### config.mk
export PLATFORM = sky130hd
export DESIGN_NAME = con_ff_bank
export DESIGN_NICKNAME = d
export VERILOG_FILES = /design/src/rtl/con_pkg.sv /design/src/rtl/con_eval.sv /design/src/rtl/con_ff_bank.sv
export SDC_FILE = /design/constraint.sdc
export NUM_CORES = 1
export LEC_CHECK = 0
export BUFFER_PORTS_ARGS = -buffer_cell sky130_fd_sc_hd__buf_2
export CAP_MARGIN = 5
export CORE_MARGIN = 2
export CORE_UTILIZATION = 63
export DETAILED_ROUTE_END_ITERATION = 16
export HOLD_SLACK_MARGIN = 0.03
export PLACE_DENSITY = 0.95
export SLEW_MARGIN = 30
export SYNTH_ARGS = -nofsm -noshare
export SYNTH_HDL_FRONTEND = slang
export SYNTH_SLANG_ARGS = --single-unit
export TNS_END_PERCENT = 30
### constraint.sdc
create_clock -name clk -period 10.5 [get_ports clk]
set_input_delay 2.1 -clock clk [delete_from_list [all_inputs] [get_ports clk]]
set_output_delay 2.1 -clock clk [all_outputs]
set_load 0.05 [all_outputs]
### src/rtl/con_pkg.sv
// Shared condition-code definitions for the Mini-SRC condition-flag bank.
package con_pkg;

   typedef logic [2:0] con_code_t;

   localparam con_code_t CON_EQ     = 3'b000;
   localparam con_code_t CON_NE     = 3'b001;
   localparam con_code_t CON_GE     = 3'b010;
   localparam con_code_t CON_LT     = 3'b011;
   localparam con_code_t CON_GT     = 3'b100;
   localparam con_code_t CON_LE     = 3'b101;
   localparam con_code_t CON_ALWAYS = 3'b110;
   localparam con_code_t CON_NEVER  = 3'b111;

endpackage

### src/rtl/con_eval.sv
// Combinational condition evaluator: tests the bus against zero, or a latched
// operand A against the bus using a signed difference that cannot overflow.
module con_eval
   import con_pkg::*;
#(
   parameter int WIDTH = 32
) (
   input  logic [WIDTH-1:0] i_a,
   input  logic [WIDTH-1:0] i_b,
   input  logic             i_compareMode,
   input  con_code_t        i_code,
   output logic             o_result
);

   logic [WIDTH:0] w_diff;
   logic           w_neg;
   logic           w_zero;

   // One extra sign bit keeps A - B exact for every pair of signed operands.
   assign w_diff = {i_a[WIDTH-1], i_a} - {i_b[WIDTH-1], i_b};
   assign w_neg  = i_compareMode ? w_diff[WIDTH] : i_b[WIDTH-1];
   assign w_zero = i_compareMode ? (w_diff == '0) : (i_b == '0);

   always_comb begin
      o_result = 1'b0;
      case (i_code)
         CON_EQ:     o_result = w_zero;
         CON_NE:     o_result = ~w_zero;
         CON_GE:     o_result = ~w_neg;
         CON_LT:     o_result = w_neg;
         CON_GT:     o_result = ~w_neg & ~w_zero;
         CON_LE:     o_result = w_neg | w_zero;
         CON_ALWAYS: o_result = 1'b1;
         default:    o_result = 1'b0;
      endcase
   end

endmodule

### src/rtl/con_ff_bank.sv
// Bank of predicate flags written from condition evaluations, with operand-A
// latch, optional commit pipeline stage, sticky error and taken counter.
module con_ff_bank
   import con_pkg::*;
#(
   parameter int WIDTH     = 32,
   parameter int NUM_FLAGS = 4,
   parameter int PIPE      = 0,
   parameter int CNT_W     = 16,
   localparam int SEL_W    = $clog2(NUM_FLAGS)
) (
   input  logic             clk,
   input  logic             clr,
   input  logic [WIDTH-1:0] in_bus,
   input  logic [2:0]       in_condition,
   input  logic             in_compare_mode,
   input  logic [SEL_W-1:0] in_flag_sel,
   input  logic             in_op_latch,
   input  logic             in_con_write,
   input  logic             in_stat_clr,
   output logic             out_branch,
   output logic [NUM_FLAGS-1:0] out_flags,
   output logic             out_a_valid,
   output logic             out_busy,
   output logic             out_err,
   output logic [CNT_W-1:0] out_taken_count
);

   logic [WIDTH-1:0]     r_opA;
   logic                 r_aValid;
   logic [NUM_FLAGS-1:0] r_flags;
   logic                 r_err;
   logic [CNT_W-1:0]     r_count;

   logic             w_result;
   logic             w_aMissing;
   logic             w_accept;
   logic             w_commitEn;
   logic [SEL_W-1:0] w_commitIdx;
   logic             w_commitVal;

   con_eval #(.WIDTH(WIDTH)) u_eval (
      .i_a           (r_opA),
      .i_b           (in_bus),
      .i_compareMode (in_compare_mode),
      .i_code        (con_code_t'(in_condition)),
      .o_result      (w_result)
   );

   // A compare-mode write is only legal while operand A is held.
   assign w_aMissing = in_compare_mode & ~r_aValid;
   assign w_accept   = in_con_write & ~w_aMissing;

   // A same-cycle latch wins over consumption; evaluation still sees the old A.
   always_ff @(posedge clk or posedge clr) begin
      if (clr) begin
         r_opA    <= '0;
         r_aValid <= 1'b0;
      end else if (in_op_latch) begin
         r_opA    <= in_bus;
         r_aValid <= 1'b1;
      end else if (in_con_write && in_compare_mode) begin
         r_aValid <= 1'b0;
      end
   end

   generate
      if (PIPE != 0) begin : g_pipe
         logic             r_pValid;
         logic [SEL_W-1:0] r_pIdx;
         logic             r_pVal;

         always_ff @(posedge clk or posedge clr) begin
            if (clr) begin
               r_pValid <= 1'b0;
               r_pIdx   <= '0;
               r_pVal   <= 1'b0;
            end else begin
               r_pValid <= w_accept;
               r_pIdx   <= in_flag_sel;
               r_pVal   <= w_result;
            end
         end

         assign w_commitEn  = r_pValid;
         assign w_commitIdx = r_pIdx;
         assign w_commitVal = r_pVal;
         assign out_busy    = r_pValid;
      end else begin : g_direct
         assign w_commitEn  = w_accept;
         assign w_commitIdx = in_flag_sel;
         assign w_commitVal = w_result;
         assign out_busy    = 1'b0;
      end
   endgenerate

   always_ff @(posedge clk or posedge clr) begin
      if (clr) begin
         r_flags <= '0;
      end else if (w_commitEn) begin
         r_flags[w_commitIdx] <= w_commitVal;
      end
   end

   // Statistics clear takes priority over both the error set and a count.
   always_ff @(posedge clk or posedge clr) begin
      if (clr) begin
         r_err   <= 1'b0;
         r_count <= '0;
      end else if (in_stat_clr) begin
         r_err   <= 1'b0;
         r_count <= '0;
      end else begin
         if (in_con_write && w_aMissing) begin
            r_err <= 1'b1;
         end
         if (w_commitEn && w_commitVal && !(&r_count)) begin
            r_count <= r_count + {{(CNT_W-1){1'b0}}, 1'b1};
         end
      end
   end

   assign out_branch      = r_flags[in_flag_sel];
   assign out_flags       = r_flags;
   assign out_a_valid     = r_aValid;
   assign out_err         = r_err;
   assign out_taken_count = r_count;

endmodule

# Word-level counts from Yosys, hierarchy flattened
# Index checks and enable logic that the tools add are counted.
[totals] ff_bits=54 wordCells=50
[op_classes] eq_ne=6 muxes=14 n_bitwise=8 reduce_logical=13 n_lt_le_gt_ge=2 n_addsub=2
[ops] cell="$logic_not A33 Y1" count=1
[ops] cell="$sub A32 B32 Y33" count=1
[ops] cell="$logic_not A32 Y1" count=1
[ops] cell="$mux W16" count=2
[ops] cell="$add A16 B1 Y16 const B" count=1
[ops] cell="$reduce_and A16 Y1" count=1
[ops] cell="$eq A3 B3 Y1 const B" count=3
[ops] cell="$mux W1" count=8
[ops] cell="$pmux W1 S7" count=1
[ops] cell="$eq A3 B2 Y1 const B" count=2
[ops] cell="$reduce_bool A2 Y1" count=3
[ops] cell="$logic_and A1 B1 Y1" count=5
[ops] cell="$bwmux W4" count=1
[ops] cell="$not A1 Y1" count=4
[ops] cell="$and A1 B1 Y1" count=3
[ops] cell="$eq A3 B1 Y1 const B" count=1
[ops] cell="$logic_not A3 Y1" count=1
[ops] cell="$lt A2 B3 Y1 const B" count=1
[ops] cell="$bmux W1 S2" count=1
[ops] cell="$demux W1 S2" count=1
[ops] cell="$ge A2 B1 Y1 const B" count=1
[ops] cell="$logic_not A1 Y1" count=1
[ops] cell="$or A1 B1 Y1" count=1

# Logic depth before layout (Yosys ltp)
# Gate-level depths: netlist of run 1.
[logic_depth] depth_word=10 depth_mapped=17

# By module
# From an unflattened synthesis of run 1, not the netlist that was laid out.
[hier_totals] cells_unflattened=578 area_unflattened_um2=4932.2
[modules_own_cells] module="con_ff_bank" seq_area_each_um2=1351.3 area_per_inst_um2=2481.1 instances=1 cells_per_inst=199
[modules_own_cells] module="con_eval" seq_area_each_um2=0.0 area_per_inst_um2=2451.1 instances=1 cells_per_inst=379

# Worst setup path before layout of run 1
# Ideal clock, no wire load.
[synth_path] kind="input-to-reg" startpoint="input port in_bus[0]" endpoint="register r_count[1] (netlist: out_taken_count[1])" required_time_ns=10.368 slack_ns=4.968 path_buffers=2 cell_stages=16 arrival_ns=5.400 cell_sequence="ha_1 > fa_1 > nor2b_4 > o31ai_2 > a211oi_2 > a211oi_1 > mux2_2 > a211o_1 > or4_1 > nor4_2 > a21oi_1 > o21ai_2 > buf_6 > buf_4 > mux2i_1 > nor2_1"
[synth_via] elab_chain_len=9 word_cells_on_any_way=13 cone_classes="1 x add/sub; 3 x mux; 4 x bitwise; 5 x reduce/logical"
[synth_rtl] element="from (decl)" line_no="con_ff_bank.sv:14" source="input logic [WIDTH-1:0] in_bus,"
[synth_rtl] element="$sub A32 B32 Y33" line_no="con_eval.sv:20" source="assign w_diff = {i_a[WIDTH-1], i_a} - {i_b[WIDTH-1], i_b};"
[synth_rtl] element="$logic_not A33 Y1" line_no="con_eval.sv:22" source="assign w_zero = i_compareMode ? (w_diff == '0) : (i_b == '0);"
[synth_rtl] element="$mux W1" line_no="con_eval.sv:22"
[synth_rtl] element="$not A1 Y1" line_no="con_eval.sv:28, con_eval.sv:31"
[synth_rtl] element="$and A1 B1 Y1" line_no="con_eval.sv:31" source="CON_GT: o_result = ~w_neg & ~w_zero;"
[synth_rtl] element="$pmux W1 S7 (*)" line_no="con_eval.sv:26" source="case (i_code)"
[synth_rtl] element="$logic_and A1 B1 Y1 (*) (2 in a row)" line_no="con_ff_bank.sv:117" source="if (w_commitEn && w_commitVal && !(&r_count)) begin"
[synth_rtl] element="$reduce_bool A2 Y1 (no line) (*)"
[synth_rtl] element="to (signal assigned)" line_no="con_ff_bank.sv:118" source="r_count <= r_count + {{(CNT_W-1){1'b0}}, 1'b1};"
[synth_rtl] element="to (decl)" line_no="con_ff_bank.sv:33" source="logic [CNT_W-1:0] r_count;"
# Mark *: on every way between the ends. The rest lies on a longest branch, timed or not.
# A chain may end at the register's enable or synchronous reset.

# Final worst setup path of run 1
[layout_path] startpoint="input port in_bus[0]" endpoint="register r_count[3] (netlist: out_taken_count[3])"
# Same word-level chain as after synthesis.

==> results.cfg, run 1 <==
[finish]
antenna-diode-count = 0
number_of_fillers_in_the_final_layout = 592
final-seq-area_um2 = 1350
layout.cells.most_common = sky130_fd_sc_hd__buf_2
area_grow_syn2layout_pct = 9.20
fraction_of_final_layout_cells_with_drive_strength_greater_than_1_pct = 20.0
nNetsFinal = 705
final_cell_mix = sky130_fd_sc_hd__buf_2 (65), sky130_fd_sc_hd__nand2_1 (54), sky130_fd_sc_hd__dfrtp_1 (54)
combined_area_of_the_multi_input_logic_cells_um2 = 3160

[cts]
worstSkewPairLatency_ns = 0.33
number_of_buffers_between_clock_root_and_the_deepest_sink = 2
cts.repair.resized = 0
cts_made_buffers = 5
cts.sink_count = 54
cts_root_buffer = sky130_fd_sc_hd__clkbuf_8
path_clk_slew_ns = 0.12
cts-hold-fix-buffers = 0
cts_htree_levels = 2
tritoncts = built
post-cts-setup-buffers = 0

[hold_path]
hold_path.class = flip-flop to flip-flop

[power_and_ir_drop]
p_per_area_nw_per_um2 = 129
internal_power_uw = 389
power.switching_uw = 289
combinationalPowerShare_pct = 45.4
power_frac_seq_pct = 35.1
p_clk_share_pct = 19.5
power.ir.vdd_worst_v = 0.0000676
power.total_uw = 679
switching_share_pct = 42.6
cellLeakagePower_nw = 2.39

[setup_path]
worst_ep_required_time_ns = 10.76
arrival_ns = 6.29
worstSetupStartpointType = primary input
path_cells = buf_2, ha_1, fa_1, nor2b_4, o31a_1, o21ai_1, a211oi_1, a21oi_2, xnor2_1, or4_1, nor4_2, a21oi_1, o21ai_2, o21ai_0, a21oi_1
crit_top_cell = sky130_fd_sc_hd__a21oi_1
critical-path-slowest-cell = sky130_fd_sc_hd__o21ai_2
critPathMaxFanout = 26
critPathKind = primary input to flip-flop
setup.worst_path.end_class = flip-flop
critical_path.n_buffers_inverters = 1
critPathTopFamily = compound AO/OA/AOI/OAI gates
crit_path_max_incr_delay_ns = 0.70

[synthesis]
synth_seq_area_share_pct = 28.1
netlist.area_leader.share_pct = 28.1
edff_count_synth = 0
yosys_register_bits = 54
mappedNetlistArea_um2 = 4800
synth_flop_cell = sky130_fd_sc_hd__dfrtp_1
synth-warning-count = 0
netlist-cell-type-count = 73
mapped_cells = 578
syn_nets = 655
post_synthesis_average_cell_area_um2 = 8.31
synthDominantAreaCellType = sky130_fd_sc_hd__dfrtp_1
async_flop_share_pct = 100
synth.top_cells.by_area = sky130_fd_sc_hd__dfrtp_1 (28%), sky130_fd_sc_hd__ha_1 (8.6%), sky130_fd_sc_hd__mux2_2 (8.4%)

[global_routing]
grt_antenna_before_repair = 0
grt_pass1_wl_um = 21700
grt_max_degree = 55
vias_in_the_first_global_route = 4601
gr-total-overflow = 0
grt_util_all_layers_pct = 31.6

[routing]
drtPass1Iterations = 5
drt_iter0_markers = 310
ant_nets = 0
vias = 4676
avgRoutedWirePerCell_um = 17.9
drcViolationCount = 0
totalWireLength_um = 13100
via_per_inst = 6.42

[sta]
hold_violations = 0
final.setup_skew_ns = 0.00925
fin_crit_ns = 6.03
grt_setup_unrepaired = false
tightestPinTransition_ns = 0.850
post-route-period-util_pct = 57.4
final_setup_violation_count = 0
count_of_final_max_slew_check_failures = 0
fin_tns_setup_ns = 0
max_slew_margin_pct = 43.4
fmax_mhz = 166

[floorplanning]
rows = 31
die_h_um = 91.3
die_width_um = 91.3
pin_count = 67
floorplan.initialDensity_pct = 65.5
coreArea_um2 = 7330
die_area_um2 = 8330

[run]
drv.max_cap_violation_count = 0

[place]
port_buffers = 65
dp_hpwl_um = 10200
gpl.final_weighted_congestion = 0.947

[status]
run_status = complete, no violations
per-layer routing:
metal  part of all wire [%]  track usage, %  vias up  routed length [um]
met4                    2.5            10.9        0                 327
met1                     43            41.1     2256                5590
li1                       -               -     2232                   -
met5                      0               0        -                   0
met3                    5.4            4.23       27                 710
met2                     49            54.1      161                6440
sequential cells by signal, indices dropped and copies added (netlist names):
name             flops
out_taken_count     16
r_opA               32
out_err              1
out_a_valid          1
out_flags            4
power groups by stage:
| stage | registers [mW] | clock network [mW] | logic [mW] |
|---|---|---|---|
| final | 0.238 | 0.132 | 0.308 |
| after detailed placement | 0.242 | 0 | 0.301 |
| after global routing | 0.241 | 0.140 | 0.333 |
| after global placement | 0.241 | 0 | 0.294 |
| after CTS | 0.238 | 0.135 | 0.302 |
| after floorplan | 0.261 | 0 | 0.207 |
final cells by class:
class | instances | share of cell area (%)
Clock buffer | 5 | 1.31
Clock inverter | 3 | 0.501
Inverter | 48 | 3.44
Multi-Input combinational cell | 453 | 60.3
Sequential cell | 54 | 25.8
Tap cell | 99 | 2.36
Timing Repair Buffer | 66 | 6.35
synth_stat cells (9+ instances only):
cell type / count
sky130_fd_sc_hd__clkbuf_1: 12
sky130_fd_sc_hd__ha_1: 33
sky130_fd_sc_hd__or3_1: 14
sky130_fd_sc_hd__nor2_1: 37
sky130_fd_sc_hd__dfrtp_1: 54
sky130_fd_sc_hd__a21oi_1: 48
sky130_fd_sc_hd__nand2_1: 54
sky130_fd_sc_hd__nor4_1: 11
sky130_fd_sc_hd__o21ai_0: 37
sky130_fd_sc_hd__inv_1: 48
sky130_fd_sc_hd__o21a_1: 12
sky130_fd_sc_hd__nand4_1: 14
sky130_fd_sc_hd__nor3_1: 17
sky130_fd_sc_hd__mux2_2: 36
sky130_fd_sc_hd__nand3_1: 9
stage by stage:
stage | utilization [%] | hold WS [ns] | instances | cell area [um2] | worst slack [ns]
final | 71.5 | 0.525 | 728 | 5240 | 4.47
after global routing | 71.5 | 0.542 | 728 | 5240 | 4.15
after CTS | 71.5 | 0.528 | 728 | 5240 | 4.52
after detailed placement | 70.2 | 0.501 | 720 | 5150 | 4.18
after global placement | 70.2 | 0.475 | 720 | 5150 | 4.28
after floorplan | - | 0.485 | 578 | 4800 | 4.97
worst paths after layout:
| check | startpoint | endpoint | slack [ns] | depth (start not counted) |
|---|---|---|---|---|
| hold / removal | r_opA[5] | r_opA[5] | 0.52 | 1 |
| setup reg to reg | r_opA[0] | out_taken_count[3] | 6.00 | 15 |
| max in group asynchronous | clr | r_opA[1] | 8.10 | 3 |
| setup / recovery | in_bus[0] | out_taken_count[3] | 4.47 | 15 |
| min in group asynchronous | clr | r_opA[29] | 1.95 | 3 |
| hold reg to reg | r_opA[5] | r_opA[5] | 0.52 | 1 |
cell families (layout without fill, tap and decap cells):
logic type,count (synthesis),after routing,share of synthesized area (%)
flip-flops,54,54,28.1
adder cells (fa/ha/maj),34,34,9.02
XOR/XNOR,16,16,2.92
multiplexers,42,42,9.98
AND/OR/NAND/NOR,195,195,20.9
buffers and inverters,71,122,6.05
other,1,1,0.0781
AO/OA/AOI/OAI,165,165,22.9
(Power assumes the default switching activity.)
==> run 2: changes to the inputs <==
- ABC_AREA: not set -> 1
- CORE_UTILIZATION: 63 -> 60
- PLACE_DENSITY: 0.95 -> 0.93
- clock period: 10.5 -> 6 ns (I/O delays scaled with it)
==> run 2 against run 1 <==
- flip-flop and latch count unchanged
- sequential share of layout area decreased by 3.0 points
- critical path depth increased by 8
- non-clock buffer count is 1 higher
- critical path type unchanged
- register-to-register slack got worse by 3.6 ns
- global-route usage fell by 1.6 points
- power increased by 77%
- first-iteration DRC count up 43%
- cell count rose by 50%
- sequential power grew 72%
- clock power up 100%
- design area up 13%
- largest cell class unchanged
==> results.cfg, run 2 <==
[status]
run_status = complete, no violations

[setup_path]
path_cells = buf_2, ha_1, fa_1, inv_1, nand3_1, nand2_2, nand2_1, nand2_2, nand2_1, nand2_1, nand2_1, nand3_1, nand2_1, nand2_1, nand2_1, o21ai_0, nand3_1, nand2_1, nor2_2, nand2_2, nand2_2, nand3_1, nand2_1
setup.worst_path.end_class = flip-flop
crit_path_max_incr_delay_ns = 0.41
critical_path.startpoint = in_bus[0]
crit_top_cell = sky130_fd_sc_hd__nand2_1
rr_startpoint = r_opA[0]
critPathMaxFanout = 20
critical-path-slowest-cell = sky130_fd_sc_hd__fa_1
critPathTopFamily = simple AND/OR/NAND/NOR gates
worst_r2r_path_depth = 23
worst_ep_required_time_ns = 6.22
timing.critical_path.depth = 23
critPathKind = primary input to flip-flop
arrival_ns = 4.40
critical_path.n_buffers_inverters = 2
worstSetupStartpointType = primary input

[sta]
fin_tns_setup_ns = 0
fin_crit_ns = 4.18
fmax_mhz = 239
final_setup_violation_count = 0
hold_violations = 0
max_slew_margin_pct = 39.4
final.setup_skew_ns = 0.0132
grt_setup_unrepaired = false
count_of_final_max_slew_check_failures = 0
tightestPinTransition_ns = 0.908
post-route-period-util_pct = 69.7

[floorplanning]
die_h_um = 99.1
floorplan.initialDensity_pct = 61.9
die_area_um2 = 9810
coreArea_um2 = 8760
die_width_um = 99.1
rows = 34
pin_count = 67

[finish]
number_of_fillers_in_the_final_layout = 765
layout.cells.most_common = sky130_fd_sc_hd__nand2_1
largest_register_ffs = 32
nNetsFinal = 1062
antenna-diode-count = 0
final_cell_mix = sky130_fd_sc_hd__nand2_1 (298), sky130_fd_sc_hd__inv_1 (177), sky130_fd_sc_hd__nor2_1 (96)
finish.cell_count_without_fillers = 1094
registers.top_by_ff_count = r_opA
fraction_of_final_layout_cells_with_drive_strength_greater_than_1_pct = 11.0
area_grow_syn2layout_pct = 9.37

[synthesis]
synthDominantAreaCellType = sky130_fd_sc_hd__dfrtp_1
synth_flop_cell = sky130_fd_sc_hd__dfrtp_1
synth.top_cells.by_area = sky130_fd_sc_hd__dfrtp_1 (25%), sky130_fd_sc_hd__nand2_1 (21%), sky130_fd_sc_hd__inv_1 (12%)
mappedNetlistArea_um2 = 5420
synth_top_cells_by_count = sky130_fd_sc_hd__nand2_1 (298), sky130_fd_sc_hd__inv_1 (178), sky130_fd_sc_hd__nor2_1 (96), sky130_fd_sc_hd__nand3_1 (71), sky130_fd_sc_hd__dfrtp_1 (54)
async_flop_share_pct = 100
syn_nets = 1004
edff_count_synth = 0
netlist-cell-type-count = 32
post_synthesis_average_cell_area_um2 = 5.85
netlist.area_leader.share_pct = 24.9
synth-warning-count = 0
mapped_cells = 927
synth_seq_area_share_pct = 24.9
yosys_register_bits = 54
yosys.cell_count.top_type = sky130_fd_sc_hd__nand2_1

[routing]
drtPass1Iterations = 5
totalWireLength_um = 14400
drcViolationCount = 0
avgRoutedWirePerCell_um = 13.2
ant_nets = 0
via_per_inst = 5.40
drt_iter0_markers = 443
vias = 5913

[global_routing]
gr-total-overflow = 0
grt_pass1_wl_um = 24400
grtUsageMet2_pct = 50.8
grt_max_degree = 66
met3_usage_pct = 3.97
grt_util_all_layers_pct = 30.0
grt_antenna_before_repair = 0
vias_in_the_first_global_route = 5386
top_usage_layer = met2
grt.met1_usage_pct = 40.8

[cts]
cts_htree_levels = 2
cts.repair.resized = 0
worstSkewPairLatency_ns = 0.33
number_of_buffers_between_clock_root_and_the_deepest_sink = 2
cts_made_buffers = 5
path_clk_slew_ns = 0.12
cts.sink_count = 54
cts_root_buffer = sky130_fd_sc_hd__clkbuf_8
cts-hold-fix-buffers = 0
post-cts-setup-buffers = 0
tritoncts = built

[power_and_ir_drop]
power.total_mw = 1.20
cellLeakagePower_nw = 3.61
p_per_area_nw_per_um2 = 202
power.ir.vdd_worst_v = 0.000135

[hold_path]
hold_path.startpoint = out_err
hold_path.class = flip-flop to flip-flop
hold_depth = 1

[place]
gpl.final_weighted_congestion = 1.01
port_buffers = 65
dp_hpwl_um = 11400
placed_cells_incl_taps = 1086

[run]
drv.max_cap_violation_count = 0
==> run 2: cell count changes after synthesis, sizes merged, moves of 14 or more <==
cell / delta
nand2: +251
inv: +145
nor2: +66
nand3: +62
mux2: -37
o21ai: -30
nand4: +20
or3: -14
==> run 2: cell type report <==
class                           instances  area [um2]  area share [%]
Clock buffer                            5        68.8            1.16
Clock inverter                          3        47.5           0.802
Inverter                              193         724            12.2
Multi-Input combinational cell        664        3260            55.0
Sequential cell                        54        1350            22.8
Tap cell                              108         135            2.28
Timing Repair Buffer                   67         343            5.78
==> run 2: path summary, 6_finish.rpt <==
| kind | to | slack, ns |
|---|---|---|
| min reg2reg | out_err | 0.51 |
| max | out_taken_count[8] | 1.82 |
| max reg2reg | out_taken_count[8] | 2.45 |
| max in group asynchronous | out_taken_count[2] | 4.50 |
| min in group asynchronous | out_taken_count[15] | 1.04 |
| min | out_err | 0.51 |
==> run 2: kinds of logic after synthesis <==
group,after synthesis,share of synthesized area (%)
buffers and inverters,209,15.0
AND/OR/NAND/NOR,541,42.5
XOR/XNOR,15,2.42
flip-flops,54,24.9
other,1,0.0692
adder cells (fa/ha/maj),34,7.98
AO/OA/AOI/OAI,73,7.20
==> run 2: worst reg2reg max path, delay by kind of cell, from the launching register on <==
family | cells | cell delay (ns)
AOI/OAI and AO/OA | 1 | 0.20
adders and majority gates | 2 | 0.61
buffers and inverters | 2 | 0.18
DFF | 1 | 0.34
and+or+nand+nor | 18 | 2.13
==> run 2: where the power goes <==
group / switching (mW) / internal (mW)
combinational: 0.358 / 0.163
sequential: 0.0180 / 0.391
clock: 0.143 / 0.127
==> run 2: through the flow <==
stage	cell area [um2]	utilization (%)	setup slack [ns]	hold WS, ns
after floorplan	5420	-	2.36	0.493
after global placement	5810	66.3	1.76	0.482
after detailed placement	5810	66.3	1.60	0.477
after CTS	5930	67.6	1.90	0.513
after global routing	5930	67.7	1.57	0.543
final	5930	67.7	1.82	0.513
==> run 2: routing by layer <==
metal	up-vias	routed length [um]
met3	37	1010
met1	2624	6370
met2	252	6730
met4	0	335
met5	-	0
li1	3000	-
==> run 3: changes to the inputs <==
- CORE_UTILIZATION: 60 -> 54
- PLACE_DENSITY: 0.93 -> 0.89
- clock period: 6 -> 3.53 ns (I/O delays scaled with it)
==> run 3 against run 2 <==
- count of clock-buffer cells in the layout increased by 1
- sequential share of layout area decreased by 0.20 points
- die area up 11%
- core utilization is 6.5 points lower
- power grew 67%
- critical path type unchanged
- largest cell class unchanged
- highest routed layer unchanged
==> results.cfg, run 3 (synthesized netlist as in run 2, its figures left out) <==
[routing]
drcViolationCount = 0
ant_nets = 0
drtPass1Iterations = 5
vias = 5856
totalWireLength_um = 14100
avgRoutedWirePerCell_um = 12.5
drt_iter0_markers = 396
via_per_inst = 5.21

[place]
placed_cells_incl_taps = 1115
dp_hpwl_um = 11400
gpl.final_weighted_congestion = 0.996
port_buffers = 65

[sta]
hold_violations = 0
max_slew_margin_pct = 38.8
post-route-period-util_pct = 92.5
final.setup_skew_ns = 0.0155
final_setup_violation_count = 0
worst_hold_slack_ns = 0.425
fin_crit_ns = 3.27
fmax_mhz = 306
tightestPinTransition_ns = 0.917
fin_tns_setup_ns = 0
count_of_final_max_slew_check_failures = 0

[setup_path]
timing.critical_path.to = out_taken_count[9]
regToRegEndpoint = out_taken_count[9]
rr_startpoint = r_opA[0]
worst_ep_required_time_ns = 3.74
worstSetupStartpointType = primary input
critical_path.startpoint = in_bus[0]
regToRegSetupSlack_ns = 0.40
critPathMaxFanout = 10
critPathKind = primary input to flip-flop
setup.worst_path.end_class = flip-flop
worst_r2r_path_depth = 24
arrival_ns = 3.48

[floorplanning]
floorplan.initialDensity_pct = 55.5
coreArea_um2 = 9770
rows = 36
die_width_um = 104
pin_count = 67
die_h_um = 104
die_area_um2 = 10900

[power_and_ir_drop]
switching_share_pct = 44.1
internal_power_mw = 1.12
p_per_area_nw_per_um2 = 334
combinationalPowerShare_pct = 44.6
cellLeakagePower_nw = 3.63
p_clk_share_pct = 20.6
power.switching_uw = 881
power_frac_seq_pct = 34.9
power.ir.vdd_worst_v = 0.000339

[status]
run_status = complete, no violations

[finish]
layout.cells.most_common = sky130_fd_sc_hd__nand2_1
final_cell_mix = sky130_fd_sc_hd__nand2_1 (298), sky130_fd_sc_hd__inv_1 (177), sky130_fd_sc_hd__nor2_1 (96)
registers.top_by_ff_count = r_opA
largest_register_ffs = 32
combined_area_of_the_multi_input_logic_cells_um2 = 3270
nNetsFinal = 1066
area_grow_syn2layout_pct = 10.3
number_of_fillers_in_the_final_layout = 932
postLayoutCoreUtil_pct = 61.2
final-seq-area_um2 = 1350
antenna-diode-count = 0
fraction_of_final_layout_cells_with_drive_strength_greater_than_1_pct = 11.3
finish.cell_count_without_fillers = 1123

[cts]
tritoncts = built
path_clk_slew_ns = 0.12
post-cts-setup-buffers = 0
cts_root_buffer = sky130_fd_sc_hd__clkbuf_8
cts.sink_count = 54
number_of_buffers_between_clock_root_and_the_deepest_sink = 2
worstSkewPairLatency_ns = 0.33
cts_htree_levels = 2
cts_made_buffers = 5

[run]
drv.max_cap_violation_count = 0

[hold_path]
hold_path.class = primary input to asynchronous set/reset pin

[global_routing]
grt_antenna_before_repair = 0
vias_in_the_first_global_route = 5334
grt_util_all_layers_pct = 26.2
gr-total-overflow = 0
grt_max_degree = 66
grt_pass1_wl_um = 23700
==> run 3: layer usage <==
layer | part of all wire [%] | vias up | GRT usage (%)
met1 | 43 | 2648 | 32.7
met2 | 49 | 185 | 47.6
li1 | - | 2999 | -
met4 | 1.7 | 0 | 6.47
met3 | 5.9 | 24 | 3.45
met5 | 0 | - | 0
==> run 3: worst min-delay path by stage <==
stage | startpoint | endpoint | slack, ns | depth (start not counted)
finish | clr | r_opA[17] | 0.42 | 2
global route | clr | r_opA[9] | 0.49 | 2
CTS | clr | r_opA[9] | 0.46 | 2
detailed placement | out_err | out_err | 0.48 | 1
global placement | out_err | out_err | 0.48 | 1
floorplan | r_opA[10] | r_opA[10] | 0.49 | 2
==> run 3: layout make-up <==
| class | instances | share of cell area (%) |
|---|---|---|
| multi-input combinational | 664 | 54.6 |
| clock buffer | 6 | 1.38 |
| tap | 133 | 2.78 |
| clock inverter | 2 | 0.335 |
| timing repair buffer | 71 | 6.23 |
| inverter | 193 | 12.1 |
| sequential | 54 | 22.6 |
==> run 3: worst max-delay path, stage by stage <==
cell	delay (ns)
sky130_fd_sc_hd__buf_2	0.12
sky130_fd_sc_hd__ha_1	0.23
sky130_fd_sc_hd__fa_1	0.41
sky130_fd_sc_hd__inv_1	0.11
sky130_fd_sc_hd__nand3_1	0.11
sky130_fd_sc_hd__nand2_2	0.11
sky130_fd_sc_hd__nand2_1	0.08
sky130_fd_sc_hd__nand2_2	0.09
sky130_fd_sc_hd__nand2_1	0.07
sky130_fd_sc_hd__nand2_1	0.09
sky130_fd_sc_hd__nand2_1	0.08
sky130_fd_sc_hd__nand2_1	0.07
sky130_fd_sc_hd__nand2_1	0.07
sky130_fd_sc_hd__a21oi_2	0.12
sky130_fd_sc_hd__nand3_1	0.08
sky130_fd_sc_hd__nor2_2	0.10
sky130_fd_sc_hd__nand2_2	0.09
sky130_fd_sc_hd__nand3_1	0.08
sky130_fd_sc_hd__nand2_1	0.08
sky130_fd_sc_hd__nor2_2	0.13
sky130_fd_sc_hd__nand2_2	0.10
sky130_fd_sc_hd__buf_4	0.19
sky130_fd_sc_hd__nand4_1	0.08
sky130_fd_sc_hd__nand2_1	0.07
==> run 3: per-stage QoR <==
stage	instance area (um2)	power [mW]	worst slack (ns)
4_1_cts	5980	1.99	0.256
3_5_place_dp	5870	1.58	-0.0832
3_3_place_gp	5870	1.56	0.0742
6_report	5980	2.00	0.264
5_1_grt	5980	2.14	-0.0182
2_1_floorplan	5420	1.37	0.386
==> run 3: what timing repair did <==
action	in CTS	in global routing
resized for setup	0	1
endpoints found under the setup margin	0	16
hold buffers	0	0
hold endpoints to repair	0	0
==> run 3: power by group through the flow <==
stage / clock network [mW] / logic, mW / registers, mW
after floorplan: 0 / 0.621 / 0.752
after global placement: 0 / 0.856 / 0.707
after detailed placement: 0 / 0.872 / 0.709
after global routing: 0.427 / 1.01 / 0.703
final: 0.411 / 0.891 / 0.697
after CTS: 0.414 / 0.876 / 0.697
